===== src/rtl/led_disp_rx.sv =====
//------------------------------------------------------------------------------
// Module   : led_disp_rx
// Function : Six-digit multiplexed seven-segment receiver; settles, decodes and
//            reassembles scanned digits into BCD and binary hour/min/sec.
// Revision : 1.0 - initial release
//------------------------------------------------------------------------------
`default_nettype none

module led_disp_rx #(
   parameter int STABLE_CYC     = 4,
   parameter int ENB_ACTIVE_LOW = 0,
   parameter int SEG_ACTIVE_LOW = 0
) (
   input  logic        clk,
   input  logic        rst_n,
   input  logic [5:0]  i_seg_enb,
   input  logic [6:0]  i_seg,
   input  logic        i_seg_dp,
   output logic [23:0] o_six_digit,
   output logic [5:0]  o_blank,
   output logic [5:0]  o_seg_err,
   output logic [5:0]  o_dp,
   output logic [6:0]  o_hour,
   output logic [6:0]  o_min,
   output logic [6:0]  o_sec,
   output logic        o_frame_valid,
   output logic        o_enb_err
);

   localparam logic [7:0] c_cnt_sat  = 8'(STABLE_CYC);
   localparam logic [7:0] c_cnt_fire = 8'(STABLE_CYC - 2);
   localparam logic [5:0] c_mask_all = 6'h3F;

   // Returns {err, blank, bcd[3:0]}
   function automatic logic [5:0] decode_seg(input logic [6:0] pat);
      logic [5:0] res;
      case (pat)
         7'h3F:   res = 6'b00_0000;
         7'h06:   res = 6'b00_0001;
         7'h5B:   res = 6'b00_0010;
         7'h4F:   res = 6'b00_0011;
         7'h66:   res = 6'b00_0100;
         7'h6D:   res = 6'b00_0101;
         7'h7D:   res = 6'b00_0110;
         7'h07:   res = 6'b00_0111;
         7'h7F:   res = 6'b00_1000;
         7'h6F:   res = 6'b00_1001;
         7'h00:   res = 6'b01_0000;
         default: res = 6'b10_1111;
      endcase
      return res;
   endfunction

   function automatic logic [6:0] to_bin(input logic [3:0] tens, input logic [3:0] ones);
      return {tens, 3'b000} + {2'b00, tens, 1'b0} + {3'b000, ones};
   endfunction

   logic [5:0]  w_enb_norm;
   logic [6:0]  w_seg_norm;
   logic        w_dp_norm;
   logic [5:0]  r_enb;
   logic [6:0]  r_seg;
   logic        r_dp;
   logic [7:0]  r_cnt;
   logic        w_diff;
   logic        w_fire;
   logic        w_enb_any;
   logic        w_enb_multi;
   logic        w_capture;
   logic        w_commit;
   logic [5:0]  w_dec;

   logic [5:0]  r_mask;
   logic [23:0] r_sh_bcd;
   logic [5:0]  r_sh_blank;
   logic [5:0]  r_sh_err;
   logic [5:0]  r_sh_dp;
   logic [23:0] w_val;

   logic [23:0] r_six_digit;
   logic [5:0]  r_blank;
   logic [5:0]  r_seg_err;
   logic [5:0]  r_dp_out;
   logic [6:0]  r_hour;
   logic [6:0]  r_min;
   logic [6:0]  r_sec;
   logic        r_frame_valid;
   logic        r_enb_err;

   assign w_enb_norm = (ENB_ACTIVE_LOW != 0) ? ~i_seg_enb : i_seg_enb;
   assign w_seg_norm = (SEG_ACTIVE_LOW != 0) ? ~i_seg    : i_seg;
   assign w_dp_norm  = (SEG_ACTIVE_LOW != 0) ? ~i_seg_dp : i_seg_dp;

   // The counter restarts on the same edge a new value enters the input
   // register, so it reaches STABLE_CYC-1 exactly STABLE_CYC edges after a change.
   assign w_diff = {w_enb_norm, w_seg_norm, w_dp_norm} != {r_enb, r_seg, r_dp};
   assign w_fire = !w_diff && (r_cnt == c_cnt_fire);

   assign w_enb_any   = |r_enb;
   assign w_enb_multi = (r_enb & (r_enb - 6'd1)) != 6'd0;
   assign w_capture   = w_fire && w_enb_any && !w_enb_multi;
   assign w_commit    = (r_mask == c_mask_all);
   assign w_dec       = decode_seg(r_seg);

   always_ff @(posedge clk or negedge rst_n) begin
      if (!rst_n) begin
         r_enb <= 6'd0;
         r_seg <= 7'd0;
         r_dp  <= 1'b0;
         r_cnt <= 8'd0;
      end else begin
         r_enb <= w_enb_norm;
         r_seg <= w_seg_norm;
         r_dp  <= w_dp_norm;
         if (w_diff)
            r_cnt <= 8'd0;
         else if (r_cnt != c_cnt_sat)
            r_cnt <= r_cnt + 8'd1;
      end
   end

   // Blank or erroneous digits contribute zero to the binary result
   generate
      for (genvar gi = 0; gi < 6; gi++) begin : g_digit_val
         assign w_val[gi*4 +: 4] = (r_sh_blank[gi] || r_sh_err[gi]) ? 4'd0 : r_sh_bcd[gi*4 +: 4];
      end
   endgenerate

   always_ff @(posedge clk or negedge rst_n) begin
      if (!rst_n) begin
         r_mask        <= 6'd0;
         r_sh_bcd      <= 24'd0;
         r_sh_blank    <= 6'd0;
         r_sh_err      <= 6'd0;
         r_sh_dp       <= 6'd0;
         r_six_digit   <= 24'd0;
         r_blank       <= 6'd0;
         r_seg_err     <= 6'd0;
         r_dp_out      <= 6'd0;
         r_hour        <= 7'd0;
         r_min         <= 7'd0;
         r_sec         <= 7'd0;
         r_frame_valid <= 1'b0;
         r_enb_err     <= 1'b0;
      end else begin
         r_frame_valid <= w_commit;
         r_enb_err     <= w_fire && w_enb_multi;

         if (w_commit) begin
            r_six_digit <= r_sh_bcd;
            r_blank     <= r_sh_blank;
            r_seg_err   <= r_sh_err;
            r_dp_out    <= r_sh_dp;
            r_hour      <= to_bin(w_val[23:20], w_val[19:16]);
            r_min       <= to_bin(w_val[15:12], w_val[11:8]);
            r_sec       <= to_bin(w_val[7:4],   w_val[3:0]);
         end

         // A capture coinciding with a commit starts the next frame's mask
         r_mask <= (w_commit ? 6'd0 : r_mask) | (w_capture ? r_enb : 6'd0);

         if (w_capture) begin
            for (int i = 0; i < 6; i++) begin
               if (r_enb[i]) begin
                  r_sh_bcd[i*4 +: 4] <= w_dec[3:0];
                  r_sh_blank[i]      <= w_dec[4];
                  r_sh_err[i]        <= w_dec[5];
                  r_sh_dp[i]         <= r_dp;
               end
            end
         end
      end
   end

   assign o_six_digit   = r_six_digit;
   assign o_blank       = r_blank;
   assign o_seg_err     = r_seg_err;
   assign o_dp          = r_dp_out;
   assign o_hour        = r_hour;
   assign o_min         = r_min;
   assign o_sec         = r_sec;
   assign o_frame_valid = r_frame_valid;
   assign o_enb_err     = r_enb_err;

endmodule

`default_nettype wire


===== config.mk =====
export PLATFORM = sky130hd
export DESIGN_NAME = led_disp_rx
export DESIGN_NICKNAME = d
export VERILOG_FILES = /design/src/rtl/led_disp_rx.sv
export SDC_FILE = /design/constraint.sdc
export NUM_CORES = 1
export LEC_CHECK = 0
export BUFFER_PORTS_ARGS = -buffer_cell sky130_fd_sc_hd__buf_2
export CAP_MARGIN = 10
export CORE_ASPECT_RATIO = 1.2
export CORE_MARGIN = 4
export CORE_UTILIZATION = 40
export DETAILED_ROUTE_END_ITERATION = 8
export HOLD_SLACK_MARGIN = 0.06
export SYNTH_ARGS = -nofsm -noshare
export SYNTH_HDL_FRONTEND = slang
export SYNTH_SLANG_ARGS = --single-unit

===== constraint.sdc =====
create_clock -name clk -period 2.2 [get_ports clk]
set_input_delay 0.55 -clock clk [delete_from_list [all_inputs] [get_ports clk]]
set_output_delay 0.55 -clock clk [all_outputs]
set_load 0.02 [all_outputs]

[After elaboration in Yosys (flattened, before gate mapping)]
Index checks and enable logic that the tools add are counted.
Operators by class
  add/sub/neg operators: 8
  equal/unequal tests: 14
  multiplexer cells: 11
  bitwise logic cells: 2
  reductions and logical operators: 22
Operator list (number)
  $pmux W6 S11: 1
  $eq A7 B7 Y1 const B: 7
  $mux W4: 6
  $add A7 B4 Y7: 3
  $add A7 B5 Y7: 3
  $mux W8: 2
  $eq A7 B3 Y1 const B: 2
  $ne A14 B14 Y1: 1
  $mux W6: 2
  $reduce_and A2 Y1: 6
  $add A8 B1 Y8 const B: 1
  $eq A8 B2 Y1 const B: 1
  $ne A8 B3 Y1 const B: 1
  $eq A7 B6 Y1 const B: 1
  $logic_not A7 Y1: 1
  $and A6 B6 Y6: 1
  $eq A6 B6 Y1 const B: 1
  $logic_or A1 B1 Y1: 6
  $or A6 B6 Y6: 1
  $reduce_bool A6 Y1: 1
  $reduce_or A6 Y1: 1
  $sub A6 B1 Y6 const B: 1
  $logic_and A1 B1 Y1: 4
  $logic_not A1 Y1: 2
  $reduce_bool A2 Y1: 1
Storage, ports and cells
  bits in registers: 135
  input bits: 16
  output and inout bits: 65
  word-level logic and storage cells: 95

[Longest topological paths before layout]
  word-level depth: 7
  depth in mapped cells: 11
  mapped depth without buffers: 11

[Least setup slack after synthesis]
No wires, ideal clock.
  kind: register -> register
  start: register r_sh_err[3]
  end: register r_min[6] (netlist: o_min[6])
  setup time: 135 ps
  data arrival time: 2282 ps
  data required time: 2065 ps
  setup slack: -217 ps
  stages on the path, launching flop included: 9
  path buffers: 0
  clock period less this slack: 2417 ps
  cells stage by stage: dfrtp_1 -> nor3_1 -> ha_1 -> xor2_1 -> fa_1 -> a21o_1 -> maj3_1 -> xnor2_1 -> o21ai_0
On the way
  longest elaborated chain between the ends: 4
Ends and longest elaborated chain
  start, declared: line 76  | logic [5:0] r_sh_err;
  start signal, assigned by index: line 167  | r_sh_err[i] <= w_dec[5];
  $logic_or A1 B1 Y1: line 125  | assign w_val[gi*4 +: 4] = (r_sh_blank[gi] || r_sh_err[gi]) ? 4'd0 : r_sh_bcd[gi*4 +: 4];
  $mux W4: line 125
  $add A7 B5 Y7: line 55  | return {tens, 3'b000} + {2'b00, tens, 1'b0} + {3'b000, ones};
  $add A7 B4 Y7: line 55
  end signal, assigned: line 155  | r_min <= to_bin(w_val[15:12], w_val[11:8]);
  end, declared: line 85  | logic [6:0] r_min;
No other way between the ends.
A chain may end at the register's enable or synchronous reset.

[Final worst setup path]
  start: register r_sh_blank[3]
  end: register r_min[6] (netlist: o_min[6])
On the way
  longest elaborated chain between the ends: 4
Ends and longest elaborated chain
  start, declared: line 75  | logic [5:0] r_sh_blank;
  start signal, assigned by index: line 166  | r_sh_blank[i] <= w_dec[4];
  $logic_or A1 B1 Y1: line 125
  $mux W4: line 125
  $add A7 B5 Y7: line 55
  $add A7 B4 Y7: line 55
No other way between the ends.

==> key figures <==
Synth
  – Synth top area cells: dfrtp_1, nand2_1, mux2_2
  – Most common flop cell mapped by yosys: dfrtp_1
  – Cell variety after synth: 41
  – Syn nets: 653
  – Most frequent cell after synthesis: nand2_1
  – Post-synthesis register bit count: 135
  – Synth top cells by count: nand2_1, dfrtp_1, mux2_2
  – Post-synth top area share: 53.9%
  – FFs w/ async S/R, synth: 100%
  – Yosys warns: 0
  – Cell Area, Synth: 6260 sq um
  – Syn Area/Cell: 10.3 sq um
  – Yosys top cell by area: dfrtp_1
  – Number of synthesized flops with an enable pin: 0
  – Cell count after synthesis: 608
  – Seq/Total Area, Yosys: 53.9%

Worst setup path
  – Most used cell, CP: ha_4
  – Cell depth of the worst setup path: 9
  – CP Class: reg2reg
  – R2r setup slk: -0.14 ns
  – Reg2Reg Depth: 9
  – Worst Path Max Fanout: 3
  – Top Family by Delay on Critical Path: adder cells
  – Worst path slowest cell: dfrtp_1
  – CP Launch Type: flip-flop
  – Setup crit end: o_min[6]
  – Critical Path Sink Type: flip-flop
  – Cell Chain, Critical Path: nor2_2 -> and2_4 -> ha_4 -> ha_4 -> fa_2 -> a21o_1 -> maj3_2 -> xnor2_2 -> o21ai_1
  – Crit Reg-Reg Startpoint: r_sh_blank[3]
  – Crit path arrival time: 2.61 ns
  – Reg-to-reg critical path endpoint: o_min[6]
  – WP data required: 2.48 ns
  – Setup crit start: r_sh_blank[3]
  – Worst Path Buf+Inv: 0
  – Critical path's largest stage delay: 0.43 ns

Floorplanning
  – Die footprint: 17700 sq um
  – Initial Util: 41.2%
  – Row cnt: 49
  – Die Height: 145 microns
  – # IOs: 81
  – Total core area: 15200 sq um
  – Die Span X: 122 microns

Detailed routing
  – Starting DRT DRC Count: 247
  – Routed vias/inst: 4.81
  – Via count: 4772
  – Routed Antenna Nets: 0
  – # DRC: 0
  – 1st-pass router iterations: 5
  – Detailed Route WL: 14300 microns
  – WL/cell: 14.4 microns

Global routing
  – Largest net degree at the start of global routing: 83
  – Grt total ovfl: 0
  – Vias in the first global route: 4963
  – Gr usage total: 17.0%
  – Initial antenna violation count: 0
  – First-pass GRT wire length: 24000 microns

Clock network
  – Clk slew on worst S/H paths: 0.06 ns
  – Clock H-tree levels: 4
  – Clock buffer count from CTS: 17
  – Max clock buf depth: 2
  – Sink Count: 135
  – Root Driver: clkbuf_16
  – Worst skew pair latency: 0.42 ns
  – TritonCTS clock tree: done

STA
  – Relative slew slack: 48.0%
  – RSZ-0062 raised after global routing: true
  – Final worst slack: -0.136 ns
  – Worst Skew: 0.00962 ns
  – Final Max Slew Viols: 0
  – Least-Margin Pin Slew: 0.781 ns
  – Min Tclk post-route: 2.34 ns
  – Final period utilization: 106%
  – Final Hold Viols: 0
  – Fmax: 428 MHz
  – Endpoints failing setup: 5
  – Final hold slack: 0.257 ns

Layout
  – Final nets: 820
  – # fillers: 1368
  – Diode count: 0
  – Final std cell area, no fill: 8480 sq um
  – Util after Layout: 55.8%
  – Layout cells sized above 1: 36.9%
  – Layout area overhead: 35.4%

Min path
  – Hold Crit Class: in2reg
  – Hold path start: i_seg[6]

Outcome
  – Violated checks: setup timing
  – Status: finished, violations left

Place
  – Hpwl dp: 10100 microns
  – Port bufs: 80
  – Placed Area: 7490 sq um
  – Final GP Congestion: 0.799

Pwr
  – Pwr Total: 0.00586 W
  – P_leak: 4.50 nW
  – Pwr dens: 691 nW/um^2
  – VDD IR-drop max: 338 uV

Job
  – # Max-Cap Violations: 0
[layer usage]
metal / vias to the layer above / wire (microns) / track usage, %
li1: 2335 / - / -
met1: 2324 / 6130 / 21.1
met2: 98 / 7380 / 28.5
met3: 15 / 586 / 4.87
met4: 0 / 178 / 5.21
met5: - / 0 / 0
[registers in the layout (all words and copies together) (netlist names)]
| register | flops |
|---|---|
| o_blank | 6 |
| o_dp | 6 |
| o_enb_err | 1 |
| o_frame_valid | 1 |
| o_hour | 7 |
| o_min | 7 |
| o_sec | 7 |
| o_seg_err | 6 |
| o_six_digit | 24 |
| r_cnt | 8 |
| r_dp | 1 |
| r_enb | 6 |
| r_mask | 6 |
| r_seg | 7 |
| r_sh_bcd | 24 |
| r_sh_blank | 6 |
| r_sh_dp | 6 |
| r_sh_err | 6 |
[layout make-up]
cell class	instances	area [sq um]	share of cell area [%]
clock buffers	20	467	5.50
multi-input cells	423	2960	34.9
inverters	24	90.1	1.06
well taps	204	255	3.01
flip-flops and latches	135	3380	39.8
repair buffers	174	1130	13.4
clock inverters	12	198	2.33
[per-stage QoR]
stage	TNS [ns]	cells	setup slack, ns
final	-0.509	992	-0.136
after detailed placement	-5.29	949	-0.170
after floorplan	-0.163	608	-0.0751
after global routing	-1.40	992	-0.252
after global placement	-2.69	949	-0.140
after CTS	-0.471	989	-0.110
[where the power goes]
group | internal, W | total (W) | switching (W)
combinational | 0.0000750 | 0.000188 | 0.000113
sequential | 0.00250 | 0.00252 | 0.0000241
clock | 0.00210 | 0.00315 | 0.00105
[cell usage in the layout (no fill, tap or decap), types with 4 or more instances in the layout]
cell type / netlist / layout
a21o_1: 7 / 7
a21oi_2: 0 / 5
a2bb2oi_1: 7 / 6
and2_1: 16 / 10
and2_4: 0 / 6
and3_1: 4 / 4
buf_2: 4 / 79
buf_4: 0 / 90
bufinv_16: 0 / 5
clkbuf_16: 0 / 17
dfrtp_1: 135 / 135
ha_1: 24 / 19
ha_4: 0 / 5
inv_1: 24 / 21
mux2_2: 38 / 37
nand2_1: 177 / 176
nand3_1: 13 / 13
nand4_1: 5 / 5
nand4_4: 0 / 5
nor2_1: 28 / 22
nor2_2: 0 / 4
o21ai_0: 19 / 13
o21ai_1: 0 / 6
xnor2_1: 22 / 20
xor2_1: 12 / 11
[cell families after synthesis]
family	synth area share, %
AO/OA/AOI/OAI	5.39
XOR/XNOR	4.76
adder cells (fa/ha/maj)	6.71
buffers and inverters	3.20
flip-flops	53.9
multiplexers	6.83
AND/OR/NAND/NOR	19.2
[worst min-delay path by stage]
stage	endpoint	slack, ns	cells after the start
floorplan	o_blank[0]	0.25	0
global placement	o_hour[0]	0.45	2
detailed placement	o_hour[0]	0.46	2
CTS	r_seg[1]	0.23	1
global route	r_seg[1]	0.24	1
finish	r_seg[6]	0.26	1
[timing repair]
item | 4_1_cts | 5_1_grt
buffers inserted | 7 | 4
resized for setup | 25 | 23
hold buffers | 1 | 0
cloned | 0 | 0
endpoints found under the setup margin | 48 | 49
endpoints found under the hold margin | 1 | 0
pin swaps | 22 | 26
[worst reg2reg max path, cell delays in order (launching register included)]
cell and delay (ns):
dfrtp_1 0.43, nor2_2 0.16, and2_4 0.18, ha_4 0.20
ha_4 0.16, fa_2 0.34, a21o_1 0.17, maj3_2 0.33
xnor2_2 0.15, o21ai_1 0.07
Power figures use the tool's default switching activity.
